File: src/rtl/fp_mul_result_fifo_if.sv
// Handshake bundle between the FP multiplier, the result FIFO and its consumer.
// The FIFO takes the slave side; the multiplier/consumer environment takes the master side.
interface fp_mul_result_fifo_if;
  logic        in_valid;
  logic        in_ready;
  logic [31:0] in_result;
  logic        in_overflow;
  logic        out_valid;
  logic        out_ready;
  logic [31:0] out_data;
  logic [2:0]  out_flags;

  modport master (
    output in_valid, in_result, in_overflow, out_ready,
    input  in_ready, out_valid, out_data, out_flags
  );

  modport slave (
    input  in_valid, in_result, in_overflow, out_ready,
    output in_ready, out_valid, out_data, out_flags
  );
endinterface

File: src/rtl/fp_mul_result_fifo.sv
// Result FIFO behind the FP multiplier: sanitises and classifies each product,
// buffers it for the consumer and tracks sticky/saturating overflow statistics.
module fp_mul_result_fifo #(
  parameter int DEPTH = 4,
  parameter int CNT_W = 8
) (
  input  logic                     clk,
  input  logic                     rst_n,
  fp_mul_result_fifo_if.slave      bus,
  output logic [$clog2(DEPTH):0]   count,
  output logic                     ovf_sticky,
  output logic [CNT_W-1:0]         ovf_count,
  input  logic                     clr_sticky
);

  localparam int PTR_W = $clog2(DEPTH);
  localparam logic [PTR_W:0] FULL_CNT = (PTR_W + 1)'(DEPTH);

  typedef struct packed {
    logic [2:0]  flags;  // [0] zero, [1] overflow, [2] flushed subnormal
    logic [31:0] data;
  } entry_t;

  entry_t             mem [DEPTH];
  logic [PTR_W-1:0]   wr_ptr;
  logic [PTR_W-1:0]   rd_ptr;
  logic               ready_en;
  logic               push;
  logic               pop;
  entry_t             wr_entry;

  function automatic entry_t sanitise(input logic [31:0] r, input logic ovf);
    entry_t e;
    e.data  = r;
    e.flags = 3'b000;
    if (ovf) begin
      e.data  = {r[31], 8'hFF, 23'h0};
      e.flags = 3'b010;
    end else if (r[30:23] == 8'h00 && r[22:0] != 23'h0) begin
      e.data  = {r[31], 31'h0};
      e.flags = 3'b101;
    end else if (r[30:23] == 8'h00) begin
      e.flags = 3'b001;
    end
    return e;
  endfunction

  // ready_en holds in_ready low during reset and for the reset-release cycle.
  assign bus.in_ready  = ready_en && (count < FULL_CNT);
  assign bus.out_valid = (count != '0);
  assign push          = bus.in_valid && bus.in_ready;
  assign pop           = bus.out_valid && bus.out_ready;
  assign wr_entry      = sanitise(bus.in_result, bus.in_overflow);

  always_comb begin
    // NOTE: defaults first in every always_comb so no path can infer a latch.
    bus.out_data  = '0;
    bus.out_flags = '0;
    if (bus.out_valid) begin
      bus.out_data  = mem[rd_ptr].data;
      bus.out_flags = mem[rd_ptr].flags;
    end
  end

  // NOTE: storage is not reset; out_valid gating keeps stale contents invisible.
  always_ff @(posedge clk) begin
    if (push) mem[wr_ptr] <= wr_entry;
  end

  // NOTE: sequential state uses non-blocking assignments only.
  always_ff @(posedge clk or negedge rst_n) begin
    if (!rst_n) begin
      ready_en <= 1'b0;
      wr_ptr   <= '0;
      rd_ptr   <= '0;
      count    <= '0;
    end else begin
      ready_en <= 1'b1;
      if (push) wr_ptr <= wr_ptr + 1'b1;
      if (pop)  rd_ptr <= rd_ptr + 1'b1;
      case ({push, pop})
        2'b10:   count <= count + 1'b1;
        2'b01:   count <= count - 1'b1;
        default: count <= count;
      endcase
    end
  end

  // An overflow push in the same cycle as clr_sticky restarts the statistics at one.
  always_ff @(posedge clk or negedge rst_n) begin
    if (!rst_n) begin
      ovf_sticky <= 1'b0;
      ovf_count  <= '0;
    end else if (push && bus.in_overflow) begin
      ovf_sticky <= 1'b1;
      if (clr_sticky)            ovf_count <= CNT_W'(1);
      else if (ovf_count != '1)  ovf_count <= ovf_count + 1'b1;
    end else if (clr_sticky) begin
      ovf_sticky <= 1'b0;
      ovf_count  <= '0;
    end
  end

endmodule

File: src/flat_wrapper.sv
// flat-port wrapper written by rule: the top's interface ports become plain ports
module fp_mul_result_fifo_flat 
#(
  parameter int DEPTH = 4,
  parameter int CNT_W = 8
)
  (clk, rst_n, count, ovf_sticky, ovf_count, clr_sticky, bus_in_valid, bus_in_result, bus_in_overflow, bus_out_ready, bus_in_ready, bus_out_valid, bus_out_data, bus_out_flags);
  fp_mul_result_fifo_if bus_i ();
  input  logic clk;
  input  logic rst_n;
  output logic [$clog2(DEPTH):0] count;
  output logic ovf_sticky;
  output logic [CNT_W-1:0] ovf_count;
  input  logic clr_sticky;
  input wire logic [$bits(bus_i.in_valid)-1:0] bus_in_valid;
  input wire logic [$bits(bus_i.in_result)-1:0] bus_in_result;
  input wire logic [$bits(bus_i.in_overflow)-1:0] bus_in_overflow;
  input wire logic [$bits(bus_i.out_ready)-1:0] bus_out_ready;
  output wire logic [$bits(bus_i.in_ready)-1:0] bus_in_ready;
  output wire logic [$bits(bus_i.out_valid)-1:0] bus_out_valid;
  output wire logic [$bits(bus_i.out_data)-1:0] bus_out_data;
  output wire logic [$bits(bus_i.out_flags)-1:0] bus_out_flags;
  assign bus_i.in_valid = bus_in_valid;
  assign bus_i.in_result = bus_in_result;
  assign bus_i.in_overflow = bus_in_overflow;
  assign bus_i.out_ready = bus_out_ready;
  assign bus_in_ready = bus_i.in_ready;
  assign bus_out_valid = bus_i.out_valid;
  assign bus_out_data = bus_i.out_data;
  assign bus_out_flags = bus_i.out_flags;
  fp_mul_result_fifo #(.DEPTH(DEPTH), .CNT_W(CNT_W)) u_core (.clk(clk), .rst_n(rst_n), .bus(bus_i), .count(count), .ovf_sticky(ovf_sticky), .ovf_count(ovf_count), .clr_sticky(clr_sticky));
endmodule
File: config.mk
export PLATFORM = sky130hd
export DESIGN_NAME = fp_mul_result_fifo_flat
export DESIGN_NICKNAME = d
export VERILOG_FILES = /design/src/rtl/fp_mul_result_fifo_if.sv /design/src/rtl/fp_mul_result_fifo.sv /design/src/flat_wrapper.sv
export SDC_FILE = /design/constraint.sdc
export NUM_CORES = 1
export LEC_CHECK = 0
export CAP_MARGIN = 0
export CORE_MARGIN = 1
export CORE_UTILIZATION = 55
export DETAILED_ROUTE_END_ITERATION = 12
export HOLD_SLACK_MARGIN = 0.1
export PLACE_DENSITY_LB_ADDON = 0.3
export SLEW_MARGIN = 10
export SYNTH_ARGS = -nofsm -noshare
export SYNTH_HDL_FRONTEND = slang
export SYNTH_SLANG_ARGS = --single-unit
File: constraint.sdc
create_clock -name clk -period 2.3 [get_ports clk]
set_clock_uncertainty 0.05 [all_clocks]
set_input_delay 0.575 -clock clk [delete_from_list [all_inputs] [get_ports clk]]
set_output_delay 0.575 -clock clk [all_outputs]
set_load 0.05 [all_outputs]
* Word level (Yosys, flattened, before mapping)
Memories as Yosys holds them, arrays and structs flattened. Index checks and enable logic that the tools add are counted.
Word-level totals: output and inout port bits 49, ROM bits 0, memories 1, latch bits 0, register bits 17, RAM bits 140, input port bits 38
Cells by class: muxes and demuxes 15, magnitude comparators 1, shifts and indexed selects 0, div/mod/pow operators 0, reduce and logical (&&, ||, !) cells 12, equal/unequal tests 3, multipliers 0, $add $sub $neg 5, bitwise gates (word level) 0
Memory list:
- u_core.mem | words 4, bits a word 35, rd ports 1, clocked after Yosys merged registers in 0, write ports 1, RTL line fp_mul_result_fifo.sv:24 | entry_t mem [DEPTH];
Operator list (count):
- two-way mux 35 bit | 1
- two-way mux 32 bit | 1
- two-way mux 8 bit | 4
- two-way mux 31 bit | 1
- nonzero test 23 bit | 1
- adder 8 x 1 -> 8 bit, second input constant | 1
- zero test 8 bit | 1
- != test 8 bit, second input constant | 1
- two-way mux 3 bit | 2
- one-hot mux 3 bit (2 select lines) | 1
- nonzero test 2 bit | 3
- logical AND 1 bit | 5
- two-way mux 1 bit | 5
- adder 2 x 1 -> 2 bit, second input constant | 2
- adder 3 x 1 -> 3 bit, second input constant | 1
- < comparator 3 bit, second input constant | 1
- nonzero test 3 bit | 1
- subtractor 3 x 1 -> 3 bit, second input constant | 1
- == test 2 x 1 -> 1 bit, second input constant | 1
- == test 2 bit, second input constant | 1
- AND reduction 2 bit | 1

* Depth between registers and ports, before layout
Gate-level depths: netlist of run 1.
depth in word-level cells 6, mapped depth 9

* Worst setup path before layout of run 1
Ideal clock, no wire load.
path type register -> register, from register u_core.count[2], to memory u_core.mem[0][0] (netlist name) (enable), arrival 2.512 ns, cell stages (with the launch flop) 3, slack -0.658 ns, cells stage by stage dfrtp_1 -> nor2b_1 -> and3_1
On the way: cells in the longest elaborated chain, start to end 5
Ends and longest elaborated chain:
- start: declaration | RTL line fp_mul_result_fifo.sv:10 | output logic [$clog2(DEPTH):0] count,
- start signal: assignment | RTL line fp_mul_result_fifo.sv:82 | 2'b10: count <= count + 1'b1;
- start signal: assignment | RTL line fp_mul_result_fifo.sv:83 | 2'b01: count <= count - 1'b1;
- start signal: assignment | RTL line fp_mul_result_fifo.sv:84 | default: count <= count;
- < comparator 3 bit | RTL line fp_mul_result_fifo.sv:49 | assign bus.in_ready = ready_en && (count < FULL_CNT);
- logical AND 1 bit | RTL line fp_mul_result_fifo.sv:49
- net bus_in_ready | RTL line flat_wrapper.sv:19 | output wire logic [$bits(bus_i.in_ready)-1:0] bus_in_ready;
- logical AND 1 bit | RTL line fp_mul_result_fifo.sv:51 | assign push = bus.in_valid && bus.in_ready;
- two-way mux 1 bit | RTL line fp_mul_result_fifo.sv:67 | if (push) mem[wr_ptr] <= wr_entry;
- two-way mux 1 bit (implied by the code) | RTL line fp_mul_result_fifo.sv:67
- end: declaration | RTL line fp_mul_result_fifo.sv:24
The timed path passes the listed nets, and every way through them passes these cells.

* Final worst setup path of run 1
from register u_core.rd_ptr[0], to output bus_out_data[12]
On the way: cells in the longest elaborated chain, start to end 2
Ends and longest elaborated chain:
- start: declaration | RTL line fp_mul_result_fifo.sv:26 | logic [PTR_W-1:0] rd_ptr;
- start signal: assignment | RTL line fp_mul_result_fifo.sv:80 | if (pop) rd_ptr <= rd_ptr + 1'b1;
- memory (4 x 35 bit)
- two-way mux 32 bit | RTL line fp_mul_result_fifo.sv:59 | if (bus.out_valid) begin
- end: declaration | RTL line flat_wrapper.sv:21 | output wire logic [$bits(bus_i.out_data)-1:0] bus_out_data;
Every way passes these cells.

==> flow_summary.toml, run 1 <==
[status]
status = "finished with violations"
violations = "design-rule violations, negative setup slack"

[timing]
slew_viol_final = 0
setup_ws_ps = -299
rsz0062_at_grt = "true"
period_minus_slack_ps = 2600
finalSetupTns_ps = -8770
worst_slew_pin_slew_ps = 539
slew_headroom = 0.640
setup_violations = 35
hold_viol_final = 0
clock.fmax_mhz = 385
fin_crit_sh = 1.13

[logic_synthesis]
ys_ff_latch = 157
netlist.area_leader.share = 0.631
async_reset_ff_frac = 0.108
syn-num-nets = 408
yosys.area.top_type = "edfxtp_1"
synth_ff_type = "edfxtp_1"
avgSynthCellArea_sq_um = 18.3
yosysMostFrequentCell = "edfxtp_1"
synth_common_cells = "edfxtp_1 (140), and2_1 (38), mux4_2 (35)"
ys_warn_count = 0
synth_mux_area_frac = 0.120
netlist_area_sq_um = 6660
synthTopCellsByArea = "edfxtp_1 (63%), mux4_2 (12%), dfrtp_1 (6.4%)"
yosys.area_share.simple = 0.122
synth_compound_area_frac = 0.0150
synthCells = 363
synth_top_family_by_area = "simple AND/OR/NAND/NOR gates"
synth_xor_area_frac = 0.0118
synthAdderAreaFrac = 0.0143
synth_edf_count = 140
synthDistinctLibCells = 39
seq_area_frac_synth = 0.695

[flow_run]
maxCapViolCount = 0

[worst_setup_path]
crit_path_start_kind = "flop"
end_kind = "output pin"
required_ps = 1670
crit_type = "flop to output pin"
cp.arrival_ps = 1970
path_max_fanout = 6

[clock_network]
ctsLongestPathBuffers = 2
numCtsBuffers = 17
clk_pin_slew_ps = 70
htreeDepth = 4
cts_sinks = 157
holdBufCountCts = 0
clk_latency_ps = 420
cts-root-buf = "clkbuf_16"
cts_tree = "done"

[placement]
dp_slack_ps = -354
place_area_sq_um = 8420
portBuffers = 86
gp_congestion = 0.788
dp_hpwl_microns = 8620

[grt]
antenna_found_initial = 0
grt_pass1_wl_microns = 22400
grt_overflow = 0
grtUsageTotal = 0.250
grt_max_degree = 31
first_global_vias = 3995

[final_layout]
area_delta_synth_final_pct = 38.6
drive_above_1_share = 0.446
finalInstanceArea_sq_um = 9230
fill_cells = 622
diodes = 0
multi_input_area_sq_um = 2010
final_nets = 541
regArea_sq_um = 4630

[die]
core-area_sq_um = 11600
die_area_sq_um = 12600
die_h_microns = 112
start_util = 0.573
placementRows = 39
io_pins = 87
fp.dieW_microns = 112

[routing]
drtPass1Iterations = 9
ant_nets = 0
vias = 3815
viasPerCell = 5.85
drt_wl_total_microns = 14200
drt_iter0_drc = 312
routedWlPerCell_microns = 21.7
drc_errors = 6

[pwr]
p_clk_frac = 0.220
p_leak_nw = 3.40
p_int_w = 0.00870
seq_power_share = 0.264
p_per_area_nw_per_um2 = 1440
p_comb_frac = 0.517
netSwitchingFraction = 0.345
power_w = 0.0133
irDropWorstVdd_v = 0.000959
p_sw_w = 0.00458

[min_path]
hold_class = "primary input to async pin"
-- placed cells by master (no fill, tap or decap), types with 3 or more instances in the layout --
cell / instances
and2_4: 35
inv_1: 8
dlygate4sd2_1: 8
nand3_1: 6
nand2_1: 9
bufinv_16: 4
or2_2: 8
buf_12: 48
nor3b_2: 20
clkbuf_16: 17
clkinv_4: 3
clkinvlp_4: 5
nor2_1: 7
o211ai_1: 4
nor3b_1: 3
buf_4: 31
clkdlybuf4s50_1: 38
and3_2: 4
mux4_2: 35
dfrtp_1: 13
xnor2_1: 5
edfxtp_1: 140
and2_1: 3
dfrtp_2: 4
ha_1: 6
xor2_1: 4
nor4_1: 7
-- cell type report --
class                   instances  share of cell area
well taps                     143              0.0194
flip-flops and latches        157               0.502
inverters                       8             0.00325
multi-input cells             180               0.217
clock inverters                15              0.0214
clock buffers                  17              0.0461
repair buffers                132               0.191
-- routing by layer --
metal  global-route usage  up-vias  routed length [microns]
met5                    0        -                        0
met4                0.122        0                      363
met3               0.0486       26                      644
met2                0.412      150                     7470
met1                0.322     1946                     5700
li1                     -     1693                        -
-- sequential cells by signal (all words and copies together) (netlist names) --
signal,count
u_core.count,3
u_core.mem,140
u_core.ovf_count,8
u_core.ovf_sticky,1
u_core.rd_ptr,2
u_core.ready_en,1
u_core.wr_ptr,2
-- power groups by stage --
stage | combinational, W | clock [W] | sequential [W]
after floorplan | 0.00328 | 0 | 0.00363
after global placement | 0.00616 | 0 | 0.00355
after detailed placement | 0.00623 | 0 | 0.00357
after global routing | 0.00714 | 0.00307 | 0.00353
final | 0.00686 | 0.00292 | 0.00350
after CTS | 0.00699 | 0.00296 | 0.00350
-- worst max-delay path, cell delays in order, from the launching register on --
cell	delay [ps]
dfrtp_2	410
buf_12	160
buf_16	140
mux4_2	510
and2_4	190
buf_12	140
-- logic make-up (layout without fill, tap and decap cells) --
logic type,Yosys count,count (layout)
DFF,157,157
and+or+nand+nor,115,115
other,1,1
xor gates and xnor gates,9,9
buffers and inverters,26,172
AOI/OAI and AO/OA,12,12
adders and majority gates,7,7
muxes,36,36
-- repair_timing --
item / in CTS / in global routing
gates resized for setup: 53 / 5
endpoints found under the hold margin: 0 / 0
setup buffers: 4 / 2
gates cloned: 3 / 0
pin swaps: 4 / 1
endpoints found under the setup margin: 43 / 47
-- final timing paths --
path                             startpoint               end  slack, ps  cells after the start
min                                   rst_n   u_core.count[2]        420                      2
max reg2reg                 u_core.count[0]   u_core.count[1]        300                      6
min reg2reg                 u_core.count[0]   u_core.count[0]        460                      1
min in group clk            u_core.count[0]   u_core.count[0]        460                      1
max in group asynchronous             rst_n   u_core.count[1]       1560                      2
max                        u_core.rd_ptr[0]  bus_out_data[12]       -300                      5
-- stage by stage --
step / hold WS [ps] / util / std cells
CTS: 417 / 0.797 / 653
finish: 421 / 0.795 / 652
global placement: 420 / 0.725 / 614
detailed placement: 424 / 0.725 / 614
floorplan: 229 / - / 363
global route: 434 / 0.795 / 652
(Power assumes the default switching activity.)
==> run 2: changes to the inputs <==
--- a/config.mk
+++ b/config.mk
@@ -7,7 +7,7 @@
 export LEC_CHECK = 0
 export CAP_MARGIN = 0
 export CORE_MARGIN = 1
-export CORE_UTILIZATION = 55
+export CORE_UTILIZATION = 30
 export DETAILED_ROUTE_END_ITERATION = 12
 export HOLD_SLACK_MARGIN = 0.1
 export PLACE_DENSITY_LB_ADDON = 0.3
==> flow_summary.toml, run 2 (synthesis gave the netlist of run 1 again) <==
[worst_setup_path]
crit_path_start_kind = "flop"
cp_num_buf_inv = 3
critPathTopFamily = "multiplexers"
critical_path_depth = 5
path_max_fanout = 5
required_ps = 1670
crit_type = "flop to output pin"
max_stage_delay_ps = 510
cp_cell_sequence = "buf_6 -> buf_12 -> mux4_2 -> and2_4 -> buf_12"
end_kind = "output pin"
cp.arrival_ps = 1920
reg2reg_depth = 6
cpMostUsedCell = "buf_12"
slowest_stage = "mux4_2"

[clock_network]
ctsLongestPathBuffers = 2
clk_latency_ps = 420
cts_sinks = 157
clk_pin_slew_ps = 60
numCtsBuffers = 17
htreeDepth = 4
cts-root-buf = "clkbuf_16"
cts_tree = "done"

[placement]
place_area_sq_um = 8500
place_inst = 742
portBuffers = 86
dp_hpwl_microns = 8570
gp_congestion = 0.781

[die]
die_h_microns = 151
core-area_sq_um = 21800
die_area_sq_um = 22800
placementRows = 54
fp.dieW_microns = 151
io_pins = 87
start_util = 0.305

[final_layout]
reg_top3 = "u_core.mem (140), u_core.ovf_count (8), u_core.count (3)"
finalInstanceArea_sq_um = 9270
diodes = 0
mostFrequentLayoutCells = "edfxtp_1 (140), buf_12 (45), clkdlybuf4s50_1 (38), mux4_2 (35), and2_4 (27)"
final_common_cell = "edfxtp_1"
multi_input_area_sq_um = 2010
regMostFlops = "u_core.mem"
finalNonFillerCells = 778
drive_above_1_share = 0.436
final_core_util = 0.425
final_nets = 530
regArea_sq_um = 4640
fill_cells = 1912
largest_reg_flops = 140
area_delta_synth_final_pct = 39.2

[timing]
rsz0062_at_grt = "true"
fin_crit_sh = 1.11
slew_viol_final = 0
worst_slew_pin_slew_ps = 514
hold_viol_final = 0
setup_ws_ps = -242
hold_slack_ps = 402
period_minus_slack_ps = 2540
clock.fmax_mhz = 393
slew_headroom = 0.657
setup_violations = 35

[flow_run]
maxCapViolCount = 0

[routing]
ant_nets = 0
vias = 3697
drtPass1Iterations = 4
drt_iter0_drc = 201
drc_errors = 0
routedWlPerCell_microns = 18.7
drt_wl_total_microns = 14600
viasPerCell = 4.75

[grt]
grt_pass1_wl_microns = 22300
first_global_vias = 3911
grt_overflow = 0
grt_max_degree = 37
grtUsageTotal = 0.136
antenna_found_initial = 0

[min_path]
hold_class = "primary input to async pin"

[status]
violations = "negative setup slack"
status = "finished with violations"

[pwr]
power_w = 0.0130
p_leak_nw = 3.33
p_per_area_nw_per_um2 = 1410
irDropWorstVdd_v = 0.000579
## run 2: changes by cell type in the layout (fill, tap and decap cells not counted), moves of 5 or more
cell,change
and2_4,-8
inv_8,+6
inv_6,+5
buf_4,-8
and2_1,+5
clkinvlp_4,-5
## run 2: what timing repair did
| action | CTS | global route |
|---|---|---|
| resized for setup | 39 | 8 |
| pin swaps | 25 | 1 |
| hold buffers | 0 | 0 |
| buffers inserted | 2 | 0 |
| endpoints found under the setup margin | 44 | 61 |
| cloned | 2 | 1 |
## run 2: routing by layer
layer,routed length [microns],vias up,global-route usage
met1,6250,1924,0.172
met4,212,0,0.0480
met2,7530,87,0.228
met5,0,-,0
met3,568,13,0.0307
li1,-,1673,-
## run 2: report_power, final
part / internal, W / switching (W) / total, W
logic: 0.00331 / 0.00334 / 0.00665
clock network: 0.00167 / 0.00123 / 0.00290
registers: 0.00338 / 0.000108 / 0.00349
total: 0.00836 / 0.00468 / 0.0130
## run 2: through the flow
step                setup TNS (ps)  setup WS, ps
floorplan                     -105         -11.7
CTS                          -8730          -319
global route                -10100          -309
finish                       -7360          -242
detailed placement          -28200          -407
global placement            -25810          -372
## run 2: area by class of cell
cell class | count | area share
Inverter | 8 | 0.00324
Clock inverter | 15 | 0.0208
Multi-Input combinational cell | 180 | 0.217
Tap cell | 280 | 0.0378
Clock buffer | 17 | 0.0459
Timing Repair Buffer | 121 | 0.176
Sequential cell | 157 | 0.500
## run 2: worst paths after layout
check	endpoint	start	slack (ps)
worst max-delay path	bus_out_data[24]	u_core.rd_ptr[0]	-240
worst min-delay path	u_core.count[1]	rst_n	400
worst max register to register	u_core.count[1]	u_core.count[0]	250
worst min register to register	u_core.ovf_sticky	u_core.ovf_sticky	430
max in group asynchronous	u_core.ovf_count[4]	rst_n	1310
min in group clk	u_core.ovf_sticky	u_core.ovf_sticky	430
## run 2: worst reg2reg max path, delay by kind of cell, from the launching register on
kind / cells / cell delay (ps)
AO/OA/AOI/OAI: 1 / 180
AND/OR/NAND/NOR: 2 / 640
flip-flops: 1 / 430
adder cells (fa/ha/maj): 2 / 610
buffers and inverters: 1 / 70
==> run 3: changes to the inputs <==
--- a/config.mk
+++ b/config.mk
@@ -10,7 +10,8 @@
 export CORE_UTILIZATION = 30
 export DETAILED_ROUTE_END_ITERATION = 12
 export HOLD_SLACK_MARGIN = 0.1
-export PLACE_DENSITY_LB_ADDON = 0.3
+export MAX_ROUTING_LAYER = met4
+export REMOVE_ABC_BUFFERS = 1
 export SLEW_MARGIN = 10
 export SYNTH_ARGS = -nofsm -noshare
 export SYNTH_HDL_FRONTEND = slang
==> flow_summary.toml, run 3 (synthesis gave the netlist of run 1 again) <==
[status]
status = "finished with violations"
violations = "negative setup slack"

[timing]
setup_ws_ps = -295
slew_viol_final = 0
slew_headroom = 0.620
hold_viol_final = 0
clock.fmax_mhz = 385
period_minus_slack_ps = 2600
rsz0062_at_grt = "true"
finalSetupTns_ps = -9050
fin_crit_sh = 1.13
worst_slew_pin_slew_ps = 570
setup_violations = 35

[clock_network]
ctsLongestPathBuffers = 2
cts_tree = "done"
cts-root-buf = "clkbuf_16"
cts_sinks = 157
htreeDepth = 4
holdBufCountCts = 0
clk_latency_ps = 420
clk_pin_slew_ps = 70
numCtsBuffers = 17

[routing]
vias = 3745
drtPass1Iterations = 4
drc_errors = 0
ant_nets = 0
drt_wl_total_microns = 14700
drt_iter0_drc = 241
viasPerCell = 4.79
routedWlPerCell_microns = 18.8

[die]
fp.dieW_microns = 151
core-area_sq_um = 21800
io_pins = 87
die_h_microns = 151
placementRows = 54
start_util = 0.305
die_area_sq_um = 22800

[worst_setup_path]
required_ps = 1670
path_max_fanout = 8
crit_path_start_kind = "flop"
cp.arrival_ps = 1970
crit_type = "flop to output pin"
end_kind = "output pin"

[pwr]
p_leak_nw = 3.27
p_per_area_nw_per_um2 = 1370
irDropWorstVdd_v = 0.000882
power_w = 0.0124

[placement]
dp_hpwl_microns = 9450
portBuffers = 86
gp_congestion = 0.824
place_area_sq_um = 8210

[final_layout]
mostFrequentLayoutCells = "edfxtp_1 (140), clkdlybuf4s50_1 (37), mux4_2 (35), and2_4 (28)"
final_nets = 534
drive_above_1_share = 0.428
final_core_util = 0.417
finalInstanceArea_sq_um = 9110
largest_reg_flops = 140
diodes = 0
area_delta_synth_final_pct = 36.7
regMostFlops = "u_core.mem"
reg_top3 = "u_core.mem (140), u_core.ovf_count (8), u_core.count (3)"
final_common_cell = "edfxtp_1"

[grt]
first_global_vias = 4080
grtUsageTotal = 0.142
grt_pass1_wl_microns = 22700
grt_max_degree = 35
antenna_found_initial = 0
grt_overflow = 0

[flow_run]
maxCapViolCount = 0

[min_path]
hold_class = "primary input to async pin"
[run 3: final cells by class]
type,instances,area [sq um]
Fill cell,1956,12700
Sequential cell,157,4630
Multi-Input combinational cell,180,2010
Timing Repair Buffer,125,1470
Clock buffer,17,425
Tap cell,280,350
Clock inverter,15,184
Inverter,8,30.0
[run 3: final timing paths]
kind	start	to	slack, ps	cells past startpoint
max in group asynchronous	rst_n	u_core.rd_ptr[1]	1570	2
worst max-delay path	u_core.rd_ptr[0]	bus_out_data[28]	-300	5
worst min-delay path	rst_n	u_core.ovf_count[4]	430	2
min in group clk	u_core.ovf_sticky	u_core.ovf_sticky	440	1
worst min register to register	u_core.ovf_sticky	u_core.ovf_sticky	440	1
worst max register to register	u_core.count[0]	u_core.count[1]	240	6
[run 3: report_power, final]
group | switching, W | internal [W]
sequential | 0.000107 | 0.00338
clock | 0.00113 | 0.00172
combinational | 0.00323 | 0.00287
total | 0.00447 | 0.00798
[run 3: critical path: stages (launching register included)]
cell and delay, ps:
dfrtp_2 420, buf_12 140, buf_12 140, mux4_2 510, and2_4 180, buf_6 150
[run 3: through the flow]
step	cells	hold WS, ps	setup WS, ps
detailed placement	745	419	-605
floorplan	345	229	-821
CTS	782	418	-341
global route	782	433	-372
global placement	745	426	-419
finish	782	427	-295
[run 3: repair_timing]
item | CTS | global route
gates cloned | 1 | 0
gates resized for setup | 51 | 27
setup endpoints to repair | 64 | 103
buffers inserted | 4 | 0
pin swaps | 1 | 0
[run 3: routing by layer]
layer,routed length [microns],GRT usage,up-vias
li1,-,-,1676
met5,0,-,-
met2,7550,0.236,103
met3,735,0.0325,8
met1,6290,0.174,1958
met4,105,0.0400,0
